`config.mk`:
```
export PLATFORM = sky130hd
export DESIGN_NAME = tube_sync_chan
export DESIGN_NICKNAME = d
export VERILOG_FILES = /design/src/rtl/tube_sync_chan.sv
export SDC_FILE = /design/constraint.sdc
export NUM_CORES = 1
export LEC_CHECK = 0
export ABC_AREA = 1
export BUFFER_PORTS_ARGS = -buffer_cell sky130_fd_sc_hd__buf_2
export CAP_MARGIN = 0
export CORE_MARGIN = 2
export CORE_UTILIZATION = 63
export DETAILED_ROUTE_END_ITERATION = 16
export PLACE_DENSITY = 0.88
export SYNTH_ARGS = -nofsm -noshare
export SYNTH_HDL_FRONTEND = slang
export SYNTH_SLANG_ARGS = --single-unit
```
`constraint.sdc`:
```
create_clock -name h_phi2 -period 5.3 [get_ports h_phi2]
set_clock_uncertainty 0.15 [all_clocks]
set_input_delay 0.795 -clock h_phi2 [delete_from_list [all_inputs] [get_ports h_phi2]]
set_output_delay 0.795 -clock h_phi2 [all_outputs]
set_load 0.05 [all_outputs]
```
`src/rtl/tube_sync_chan.sv`:
```
// ---------------------------------------------------------------------------
// tube_sync_chan
//
// Single-clock, bidirectional mailbox between a host processor and a
// parasite (second) processor. Two independent FIFOs carry data:
//   HP : host pushes, parasite pops
//   PH : parasite pushes, host pops
// The host owns three control flags (Q, I, V) and can flush both FIFOs
// or clear their sticky overflow flags. Each side sees its own status
// register and gets its own registered, active-low interrupt.
//
// Ports
//   h_phi2   in   1      sole clock, all state updates on rising edge
//   h_rst_b  in   1      synchronous active-low reset
//   h_cs     in   1      host select
//   h_we     in   1      host write (1) / read (0)
//   h_addr   in   1      0 = status/control, 1 = data
//   h_wdata  in   WIDTH  host write data
//   h_rdata  out  WIDTH  host read data, registered
//   p_cs     in   1      parasite select
//   p_we     in   1      parasite write (1) / read (0)
//   p_addr   in   1      0 = status, 1 = data
//   p_wdata  in   WIDTH  parasite write data
//   p_rdata  out  WIDTH  parasite read data, registered
//   h_irq_b  out  1      host interrupt, active low
//   p_irq_b  out  1      parasite interrupt, active low
//
// Control word written by the host at addr 0:
//   bit 0 Q mask, bit 1 I mask, bit 2 V mask -> selected flags take bit 7
//   bit 3 T       -> flush both FIFOs and clear both OVF flags
//   bit 4 + bit7=0 -> clear both OVF flags only
// ---------------------------------------------------------------------------

// ---------------------------------------------------------------------------
// tube_sync_fifo
//
// DEPTH x WIDTH circular FIFO with an occupancy counter and a sticky
// overflow flag. Pointers wrap naturally because DEPTH is a power of two.
//
// Ports
//   h_phi2   in   1      clock
//   h_rst_b  in   1      synchronous active-low reset
//   flush    in   1      empty the FIFO, clear OVF, discard same-edge ops
//   ovf_clr  in   1      clear the sticky OVF flag
//   push     in   1      write request
//   pop      in   1      read-and-remove request
//   wdata    in   WIDTH  data to push
//   head     out  WIDTH  word at the read pointer (stale when empty)
//   count    out  CW     occupancy, 0..DEPTH
//   full     out  1      count == DEPTH
//   empty    out  1      count == 0
//   ovf      out  1      sticky: a push was dropped because FIFO was full
// ---------------------------------------------------------------------------
module tube_sync_fifo #(
    parameter int WIDTH = 8,
    parameter int DEPTH = 4
) (
    input  logic                     h_phi2,
    input  logic                     h_rst_b,
    input  logic                     flush,
    input  logic                     ovf_clr,
    input  logic                     push,
    input  logic                     pop,
    input  logic [WIDTH-1:0]         wdata,
    output logic [WIDTH-1:0]         head,
    output logic [$clog2(DEPTH):0]   count,
    output logic                     full,
    output logic                     empty,
    output logic                     ovf
);

    localparam int AW = $clog2(DEPTH);
    localparam int CW = AW + 1;

    logic [WIDTH-1:0] mem [DEPTH];
    logic [AW-1:0]    wr_ptr;
    logic [AW-1:0]    rd_ptr;
    logic             do_push;
    logic             do_pop;
    logic             ovf_set;

    assign full  = (count == CW'(DEPTH));
    assign empty = (count == '0);

    // A pop of an empty FIFO is a no-op. A push into a full FIFO only
    // lands if the same edge frees a slot; otherwise it is dropped and
    // flagged. A flush discards everything in flight.
    assign do_pop  = pop & ~empty & ~flush;
    assign do_push = push & (~full | do_pop) & ~flush;
    assign ovf_set = push & full & ~pop & ~flush;

    assign head = mem[rd_ptr];

    // NOTE: sequential state is updated with non-blocking assignments so
    // every register samples pre-edge values, independent of block order.
    always_ff @(posedge h_phi2) begin
        if (!h_rst_b || flush) begin
            wr_ptr <= '0;
            rd_ptr <= '0;
            count  <= '0;
            ovf    <= 1'b0;
        end else begin
            if (do_push) begin
                wr_ptr <= wr_ptr + AW'(1);
            end
            if (do_pop) begin
                rd_ptr <= rd_ptr + AW'(1);
            end
            if (do_push && !do_pop) begin
                count <= count + CW'(1);
            end else if (do_pop && !do_push) begin
                count <= count - CW'(1);
            end
            // A new overflow on the same edge as a clear wins, so a
            // dropped word is never silently lost.
            ovf <= (ovf & ~ovf_clr) | ovf_set;
        end
    end

    // NOTE: the storage array is deliberately not reset; pointers and the
    // counter define which words are valid, so stale contents are never
    // observed and the array can map onto plain RAM.
    always_ff @(posedge h_phi2) begin
        if (do_push) begin
            mem[wr_ptr] <= wdata;
        end
    end

endmodule

module tube_sync_chan #(
    parameter int WIDTH  = 8,
    parameter int DEPTH  = 4,
    parameter int THRESH = 2
) (
    input  logic             h_phi2,
    input  logic             h_rst_b,
    input  logic             h_cs,
    input  logic             h_we,
    input  logic             h_addr,
    input  logic [WIDTH-1:0] h_wdata,
    output logic [WIDTH-1:0] h_rdata,
    input  logic             p_cs,
    input  logic             p_we,
    input  logic             p_addr,
    input  logic [WIDTH-1:0] p_wdata,
    output logic [WIDTH-1:0] p_rdata,
    output logic             h_irq_b,
    output logic             p_irq_b
);

    localparam int CW = $clog2(DEPTH) + 1;
    localparam logic [CW-1:0] THRESH_C = CW'(THRESH);

    // Control word bit positions.
    localparam int CTL_Q   = 0;
    localparam int CTL_I   = 1;
    localparam int CTL_V   = 2;
    localparam int CTL_T   = 3;
    localparam int CTL_CLR = 4;
    localparam int CTL_VAL = 7;

    // ------------------------------------------------------------------
    // Access decode
    // ------------------------------------------------------------------
    logic h_push;      // host data write  -> HP push
    logic h_pop;       // host data read   -> PH pop
    logic h_rd;        // any host read
    logic h_ctl_wr;    // host control write
    logic p_push;      // parasite data write -> PH push
    logic p_pop;       // parasite data read  -> HP pop
    logic p_rd;        // any parasite read

    assign h_push   = h_cs &  h_we &  h_addr;
    assign h_pop    = h_cs & ~h_we &  h_addr;
    assign h_rd     = h_cs & ~h_we;
    assign h_ctl_wr = h_cs &  h_we & ~h_addr;
    assign p_push   = p_cs &  p_we &  p_addr;
    assign p_pop    = p_cs & ~p_we &  p_addr;
    assign p_rd     = p_cs & ~p_we;
    // Parasite writes to addr 0 have no decode and are therefore ignored.

    logic flush;       // T bit: empty both FIFOs
    logic ovf_clr;     // clear both sticky OVF flags

    assign flush   = h_ctl_wr & h_wdata[CTL_T];
    assign ovf_clr = h_ctl_wr & h_wdata[CTL_CLR] & ~h_wdata[CTL_VAL];

    // ------------------------------------------------------------------
    // FIFOs
    // ------------------------------------------------------------------
    logic [WIDTH-1:0] hp_head;
    logic [CW-1:0]    hp_count;
    logic             hp_full;
    logic             hp_empty;
    logic             hp_ovf;

    logic [WIDTH-1:0] ph_head;
    logic [CW-1:0]    ph_count;
    logic             ph_full;
    logic             ph_empty;
    logic             ph_ovf;

    tube_sync_fifo #(
        .WIDTH (WIDTH),
        .DEPTH (DEPTH)
    ) u_fifo_hp (
        .h_phi2  (h_phi2),
        .h_rst_b (h_rst_b),
        .flush   (flush),
        .ovf_clr (ovf_clr),
        .push    (h_push),
        .pop     (p_pop),
        .wdata   (h_wdata),
        .head    (hp_head),
        .count   (hp_count),
        .full    (hp_full),
        .empty   (hp_empty),
        .ovf     (hp_ovf)
    );

    tube_sync_fifo #(
        .WIDTH (WIDTH),
        .DEPTH (DEPTH)
    ) u_fifo_ph (
        .h_phi2  (h_phi2),
        .h_rst_b (h_rst_b),
        .flush   (flush),
        .ovf_clr (ovf_clr),
        .push    (p_push),
        .pop     (h_pop),
        .wdata   (p_wdata),
        .head    (ph_head),
        .count   (ph_count),
        .full    (ph_full),
        .empty   (ph_empty),
        .ovf     (ph_ovf)
    );

    // ------------------------------------------------------------------
    // Host-owned control flags
    // ------------------------------------------------------------------
    logic flag_q;
    logic flag_i;
    logic flag_v;

    // Each mask bit selects one flag; the selected flags all take the
    // value in bit 7, so one write can set or clear any subset.
    always_ff @(posedge h_phi2) begin
        if (!h_rst_b) begin
            flag_q <= 1'b0;
            flag_i <= 1'b0;
            flag_v <= 1'b0;
        end else if (h_ctl_wr) begin
            if (h_wdata[CTL_Q]) flag_q <= h_wdata[CTL_VAL];
            if (h_wdata[CTL_I]) flag_i <= h_wdata[CTL_VAL];
            if (h_wdata[CTL_V]) flag_v <= h_wdata[CTL_VAL];
        end
    end

    // ------------------------------------------------------------------
    // Data-available and status
    // ------------------------------------------------------------------
    logic             avail_hp;
    logic             avail_ph;
    logic [WIDTH-1:0] h_status;
    logic [WIDTH-1:0] p_status;

    // In threshold mode the reader is only told about data once a batch
    // of THRESH words has built up; otherwise any word counts.
    assign avail_hp = flag_v ? (hp_count >= THRESH_C) : !hp_empty;
    assign avail_ph = flag_v ? (ph_count >= THRESH_C) : !ph_empty;

    // NOTE: every variable assigned in always_comb gets a full default
    // first, so no path leaves it unassigned and no latch is inferred.
    always_comb begin
        h_status      = '0;
        p_status      = '0;
        h_status[7:0] = {avail_ph, ~ph_full, hp_ovf, 2'b00, flag_v, flag_i, flag_q};
        p_status[7:0] = {avail_hp, ~hp_full, ph_ovf, 2'b00, flag_v, flag_i, flag_q};
    end

    // ------------------------------------------------------------------
    // Registered read data. A data read of an empty FIFO returns all
    // ones. Read data only changes on a read access and otherwise holds.
    // ------------------------------------------------------------------
    always_ff @(posedge h_phi2) begin
        if (!h_rst_b) begin
            h_rdata <= '0;
        end else if (h_rd) begin
            if (h_addr) begin
                h_rdata <= ph_empty ? '1 : ph_head;
            end else begin
                h_rdata <= h_status;
            end
        end
    end

    always_ff @(posedge h_phi2) begin
        if (!h_rst_b) begin
            p_rdata <= '0;
        end else if (p_rd) begin
            if (p_addr) begin
                p_rdata <= hp_empty ? '1 : hp_head;
            end else begin
                p_rdata <= p_status;
            end
        end
    end

    // ------------------------------------------------------------------
    // Interrupts: registered from pre-edge state, so they assert one
    // cycle after the enabling condition becomes true.
    // ------------------------------------------------------------------
    always_ff @(posedge h_phi2) begin
        if (!h_rst_b) begin
            h_irq_b <= 1'b1;
            p_irq_b <= 1'b1;
        end else begin
            h_irq_b <= ~(flag_q & avail_ph);
            p_irq_b <= ~(flag_i & avail_hp);
        end
    end

endmodule

```
==> run metrics, run 1 <==
EDFF count, synth 64; Power Dens Cells 317.0 mW/mm^2; DP HPWL around 6.2 mm; initial cell density of the core 65.26%; CP required 5410 ps; crit path max fanout 14; maximum vdd ir drop 0.2145 mV; # hold bufs at CTS 0; syn_nets 478; RSZ-0062 raised after global routing false; gr ovfl total 0; dominant cells by area after synthesis edfxtp_1 43%, dfxtp_1 18%, nand2_1 8.6%; Distinct cells, synth 28; maximum clock path buffer count 2; Nets 518; post-cts sizing count 0; fraction of layout cells with a size suffix above 1 between 10% and 20%; Ports between 40 and 50; Area growth, synth to finish 10.16%; first-pass GRT wire length roughly 14 mm; Root Buffer clkbuf_8; ant diodes 0; Synth warnings 0; total wire length a little under 9 mm; Top FF cell, synth edfxtp_1; Gate Count Post-Synth around 440; Fin Setup TNS 0 ps; Yosys reg bits between 100 and 150; CTS tree yes; cell leakage power between 0.0015 and 0.002 uW; synth cell count leaders 102 x nand2_1, 64 x edfxtp_1, 41 x dfxtp_1; Final Hold Fails 0; min Tclk post-route between 2000 and 3000 ps; asr flop ratio synth 0%; most common cell in the synthesized netlist nand2_1; Synth Cell Area 0.004458 mm^2; clk_lat worst skew roughly 360 ps; Core Area about 0.0068 mm^2; maximum clock frequency between 300 and 400 MHz; vias after detailed routing ~3100; crit path capture type flop; DRC violations left 0; Overall Global Routing Usage between 20% and 30%; DRT Pass-1 Iters 5; vias in the first global route ~3000; fin. max-slew vios 0; clk sinks approximately 110; DR WL/cell about 15 um; PortBufs 41; maxcap violations 0; Die ar. 0.007765 mm^2; Die Wd between 80 and 90 um; Clock transition at path regs 100 ps; status finished clean; HP Class reg -> reg; register area share after synthesis around three fifths; Setup violations, final 0; cell taking the most area after synthesis edfxtp_1; largest net degree at the start of global routing 18; crit path DAT roughly 2700 ps; R2R depth 13; vias per cell roughly 5.4; Post-CTS Setup Repair Bufs 0; # rows 30; final antenna-violating net count 0; initial DRC count 200; Reg2Reg Setup Slack 2930 ps; syn avg cell area 10.09 um^2; H-tree Lvls 3; period utilization between 40% and 50%; Setup Crit Path Kind in -> reg; WHS Path Cells 1; final worst slack 2722 ps; share of the synthesized area in the top cell type a little over two fifths; Post-Place Worst Slack approximately 2300 ps; Least-Margin Pin Slew 823.3 ps; die height a little under 90 um; type of origin of the critical path input pin; Max transition margin between 40% and 50%; placer congestion estimate 0.9001; initial antenna violation count 0; CTS Buf Count 9
-- flip-flops by register name, summed over array words and instances, names as in the netlist, named ones only --
register,count
flag_i,1
flag_q,1
flag_v,1
h_irq_b,1
h_rdata,8
p_irq_b,1
p_rdata,8
u_fifo_hp.count,3
u_fifo_hp.mem,32
u_fifo_hp.ovf,1
u_fifo_hp.rd_ptr,2
u_fifo_hp.wr_ptr,2
u_fifo_ph.count,3
u_fifo_ph.mem,32
u_fifo_ph.ovf,1
u_fifo_ph.rd_ptr,2
u_fifo_ph.wr_ptr,2
-- path summary, 6_finish.rpt --
check,from,to
worst max-delay path,h_cs,u_fifo_ph.count[2]$_SDFFE_PP0P_
worst max register to register,u_fifo_hp.count[0]$_SDFFE_PP0P_,u_fifo_hp.count[2]$_SDFFE_PP0P_
worst min register to register,flag_i$_SDFFE_PN0P_,p_irq_b$_SDFF_PN1_
worst min-delay path,flag_i$_SDFFE_PN0P_,p_irq_b$_SDFF_PN1_
-- final cells by class --
class	count	area (um^2)
Tap cell	96	120.1
Timing Repair Buffer	41	205.2
Inverter	41	153.9
Clock inverter	7	71.32
Sequential cell	105	2743
Clock buffer	9	123.9
Multi-Input combinational cell	284	1494
Fill cell	480	1921
-- critical path: stages --
cell,delay (ps)
buf_2,130
inv_2,70
nor2_4,270
nand2_4,120
nand3_4,90
inv_2,50
nor2_4,100
ha_1,150
inv_1,60
fa_1,370
a21oi_1,140
o21ai_0,110
o21ai_0,160
a21oi_1,50
-- stage by stage --
stage | std cells | utilization (%) | hold slack [ps] | power, uW | area (um^2)
4_1_cts | 583 | 71.89 | 322.1 | 1557 | 4911
3_3_place_gp | 567 | 69.03 | 298.5 | 1081 | 4716
3_5_place_dp | 567 | 69.03 | 307.6 | 1088 | 4716
6_report | 583 | 71.89 | 323.7 | 1557 | 4911
5_1_grt | 583 | 71.89 | 341.2 | 1608 | 4911
2_1_floorplan | 442 | - | 253.8 | 1038 | 4458
-- power by group --
group | switching (uW) | internal [uW]
clock | 267 | 218
combinational | 118 | 48.8
sequential | 17.6 | 887
total | 403 | 1150
-- metal layers --
metal  part of all wire [%]  vias up  track usage [%]
li1                       -     1558                -
met1                     41     1450            29.16
met2                     51       97            42.01
met3                    5.2       20            5.184
met4                    2.4        0            11.16
met5                      0        -                0
-- cell families (layout without fill, tap and decap cells) --
family / count (synthesis) / in the layout / synth area share, %
muxes: 2 / 2 / 0.4491
xor gates and xnor gates: 2 / 2 / 0.3930
AOI/OAI and AO/OA: 75 / 75 / 8.504
DFF: 105 / 105 / 61.52
and+or+nand+nor: 193 / 193 / 20.46
buffers and inverters: 53 / 98 / 4.968
adders and majority gates: 12 / 12 / 3.705
-- layout by cell type, fill, tap and decap left out --
| master | n |
|---|---|
| nand3_2 | 1 |
| nand2_2 | 2 |
| nand2_1 | 102 |
| o21ai_0 | 31 |
| nor3_4 | 1 |
| nor2_2 | 2 |
| bufinv_16 | 1 |
| nand3b_1 | 3 |
| nand3_4 | 2 |
| xor2_1 | 2 |
| nor2_1 | 36 |
| mux2i_1 | 2 |
| a21oi_1 | 33 |
| clkinv_2 | 3 |
| nand4_4 | 1 |
| nor3_2 | 1 |
| edfxtp_1 | 64 |
| inv_1 | 34 |
| nand3_1 | 35 |
| buf_2 | 41 |
| nand2_4 | 3 |
| inv_2 | 7 |
| a21oi_2 | 1 |
| o21ai_1 | 10 |
| fa_1 | 2 |
| nor2_4 | 4 |
| clkbuf_8 | 9 |
| dfxtp_1 | 41 |
| ha_1 | 10 |
| clkinv_4 | 3 |
Note: power is estimated with default switching activity, not from simulation.
==> inputs of run 2 (changes only) <==
--- a/config.mk
+++ b/config.mk
@@ -9,9 +9,9 @@
 export BUFFER_PORTS_ARGS = -buffer_cell sky130_fd_sc_hd__buf_2
 export CAP_MARGIN = 0
 export CORE_MARGIN = 2
-export CORE_UTILIZATION = 63
+export CORE_UTILIZATION = 59
 export DETAILED_ROUTE_END_ITERATION = 16
-export PLACE_DENSITY = 0.88
+export PLACE_DENSITY = 0.83
 export SYNTH_ARGS = -nofsm -noshare
 export SYNTH_HDL_FRONTEND = slang
 export SYNTH_SLANG_ARGS = --single-unit
==> constraint.sdc (replaced) <==
create_clock -name h_phi2 -period 2.5 [get_ports h_phi2]
set_clock_uncertainty 0.15 [all_clocks]
set_input_delay 0.375 -clock h_phi2 [delete_from_list [all_inputs] [get_ports h_phi2]]
set_output_delay 0.375 -clock h_phi2 [all_outputs]
set_load 0.05 [all_outputs]
==> run metrics, run 2 (synthesis gave the netlist of run 1 again) <==
status finished clean; die height 90.93 um (+3.2%); Post-Place Worst Slack 28.01 ps (-2275 ps); maximum clock path buffer count 2 (unchanged); clk sinks 105 (unchanged); Core Util, Final 69.32% (-2.6 points); Max transition margin 49.11% (+4.2 points); Ports 42 (unchanged); placer congestion estimate 0.8199 (-8.9%); Internal Power 2644 uW (+130%); Overall Global Routing Usage 23.20% (-1.1 points); DR WL/cell 15.12 um (-0.55%); Nets 530 (+2.3%); # hold bufs at CTS 0 (unchanged); post-cts sizing count 0 (unchanged); Storage cell area 0.002745 mm^2 (about the same); Root Buffer clkbuf_8; Sw Share 24.42% (-1.5 points); CP required 2600 ps (-2810 ps); first-pass GRT wire length 15.01 mm (+8.3%); fraction of layout cells with a size suffix above 1 19.24% (+2.4 points); crit path capture type flop; largest net degree at the start of global routing 18 (unchanged); multi-input logic area 0.001496 mm^2 (+0.17%); cell leakage power 0.002002 uW (+4.4%); total wire length 9.041 mm (+2.0%); CP Cell Sequence nor2_1 > nand2_2 > nand3_4 > nand2_4 > nand2_4 > inv_2 > ha_1 > inv_1 > fa_1 > a21oi_1 > o21ai_0 > o21ai_0 > a21oi_1; PortBufs 41 (unchanged); most common cell after layout, fill and taps aside nand2_1; min Tclk post-route about 2300 ps; Fin Setup TNS 0 ps (unchanged); Final Hold Fails 0 (unchanged); maximum vdd ir drop 0.3429 mV (+60%); H-tree Lvls 3 (unchanged); Clock power frac 34.7% (+3.5 points); Setup violations, final 0 (unchanged); CTS Buf Count 9 (unchanged); commonest non-fill, non-tap cells in the layout 101 x nand2_1, 64 x edfxtp_1, 41 x buf_2; fin. max-slew vios 0 (unchanged); registers with the most flip-flops u_fifo_hp.mem: 32 flops, u_fifo_ph.mem: 32 flops; type of origin of the critical path flop; Die ar. 0.008267 mm^2 (+6.5%); DP HPWL 6.387 mm (+3.0%); Power Dens Cells 692.1 mW/mm^2 (+120%); Least-Margin Pin Slew 760.6 ps (-62.71 ps); RSZ-0062 raised after global routing false; # rows 31 (+3.3%); CP peak stage delay 390 ps (+20 ps); final worst slack 231.8 ps (-2490 ps); Cell Count, Final, Fillers Out 598 (+2.6%); DRC violations left 0 (unchanged); Clock transition at path regs 100 ps (about the same); ant diodes 0 (unchanged); initial DRC count 240 (+20%); fill count 547 (+14%); initial antenna violation count 0 (unchanged); initial cell density of the core 61.14% (-4.1 points); vias after detailed routing 3291 (+5.3%); period utilization around nine tenths; net switching power 854.2 uW (+110%); Post-CTS Setup Repair Bufs 0 (unchanged); combinational power share 10.6% (about the same); CTS tree yes; dpl cells 582 (+2.6%); crit path max fanout 6 (-8); clk_lat worst skew 370 ps (about the same); final antenna-violating net count 0 (unchanged); maxcap violations 0 (unchanged); Core Area 0.007292 mm^2 (+6.7%); Tot Pwr 3498 uW (+120%); DRT Pass-1 Iters 7 (+2); crit path DAT 2370 ps (-320 ps); Die Wd 90.93 um (+3.2%); maximum clock frequency about 440 MHz; Setup Crit Path Kind reg -> reg; vias per cell 5.503 (+2.7%); vias in the first global route 3100 (+4.6%); Area growth, synth to finish 13.39%; sequential fraction of design power 54.7% (-3.4 points); Slowest-stage cell, CP dfxtp_2; gr ovfl total 0 (unchanged); HP Class in -> reg
## run 2: per-stage QoR
stage | instance area, um^2 | hold slack [ps]
6_report | 5055 | 65.48
5_1_grt | 5055 | 42.23
4_1_cts | 5050 | 53.13
3_5_place_dp | 4810 | 301.9
3_3_place_gp | 4810 | 297.8
2_1_floorplan | 4458 | 253.8
## run 2: power groups by stage
stage / Combinational, uW / Clock, uW / Sequential, uW
after floorplan: 198 / 0 / 2000
after global placement: 353 / 0 / 1950
after detailed placement: 366 / 0 / 1950
after CTS: 369 / 1220 / 1910
after global routing: 410 / 1290 / 1920
final: 372 / 1210 / 1910
## run 2: path summary, 6_finish.rpt
check,slack [ps],cells after the start,end,start
worst min register to register,330,2,u_fifo_hp.ovf$_SDFF_PP0_,u_fifo_hp.ovf$_SDFF_PP0_
worst max register to register,230,13,u_fifo_hp.count[2]$_SDFFE_PP0P_,u_fifo_hp.count[1]$_SDFFE_PP0P_
worst min-delay path,70,1,u_fifo_hp.mem[2][5]$_DFFE_PP_,h_wdata[5]
worst max-delay path,230,13,u_fifo_hp.count[2]$_SDFFE_PP0P_,u_fifo_hp.count[1]$_SDFFE_PP0P_
## run 2: metal layers
layer / global-route usage, % / vias up / wire (um)
met3: 5.342 / 15 / 700
met4: 7.449 / 0 / 165
met5: 0 / - / 0
met2: 35.06 / 144 / 4244
li1: - / 1593 / -
met1: 33.45 / 1539 / 3931
## run 2: area by class of cell
type                            count  area share, %
Sequential cell                   105          54.31
Multi-Input combinational cell    284          29.60
Timing Repair Buffer               53          5.842
Clock buffer                       12          3.292
Inverter                           41          3.045
Tap cell                           99          2.450
Clock inverter                      4          1.460
## run 2: critical path: cells and delay by family (launching register included)
| kind | cells | cell delay (ps) |
|---|---|---|
| AO/OA/AOI/OAI | 4 | 520 |
| adder cells (fa/ha/maj) | 2 | 510 |
| buffers and inverters | 2 | 130 |
| flip-flops | 1 | 390 |
| AND/OR/NAND/NOR | 5 | 450 |
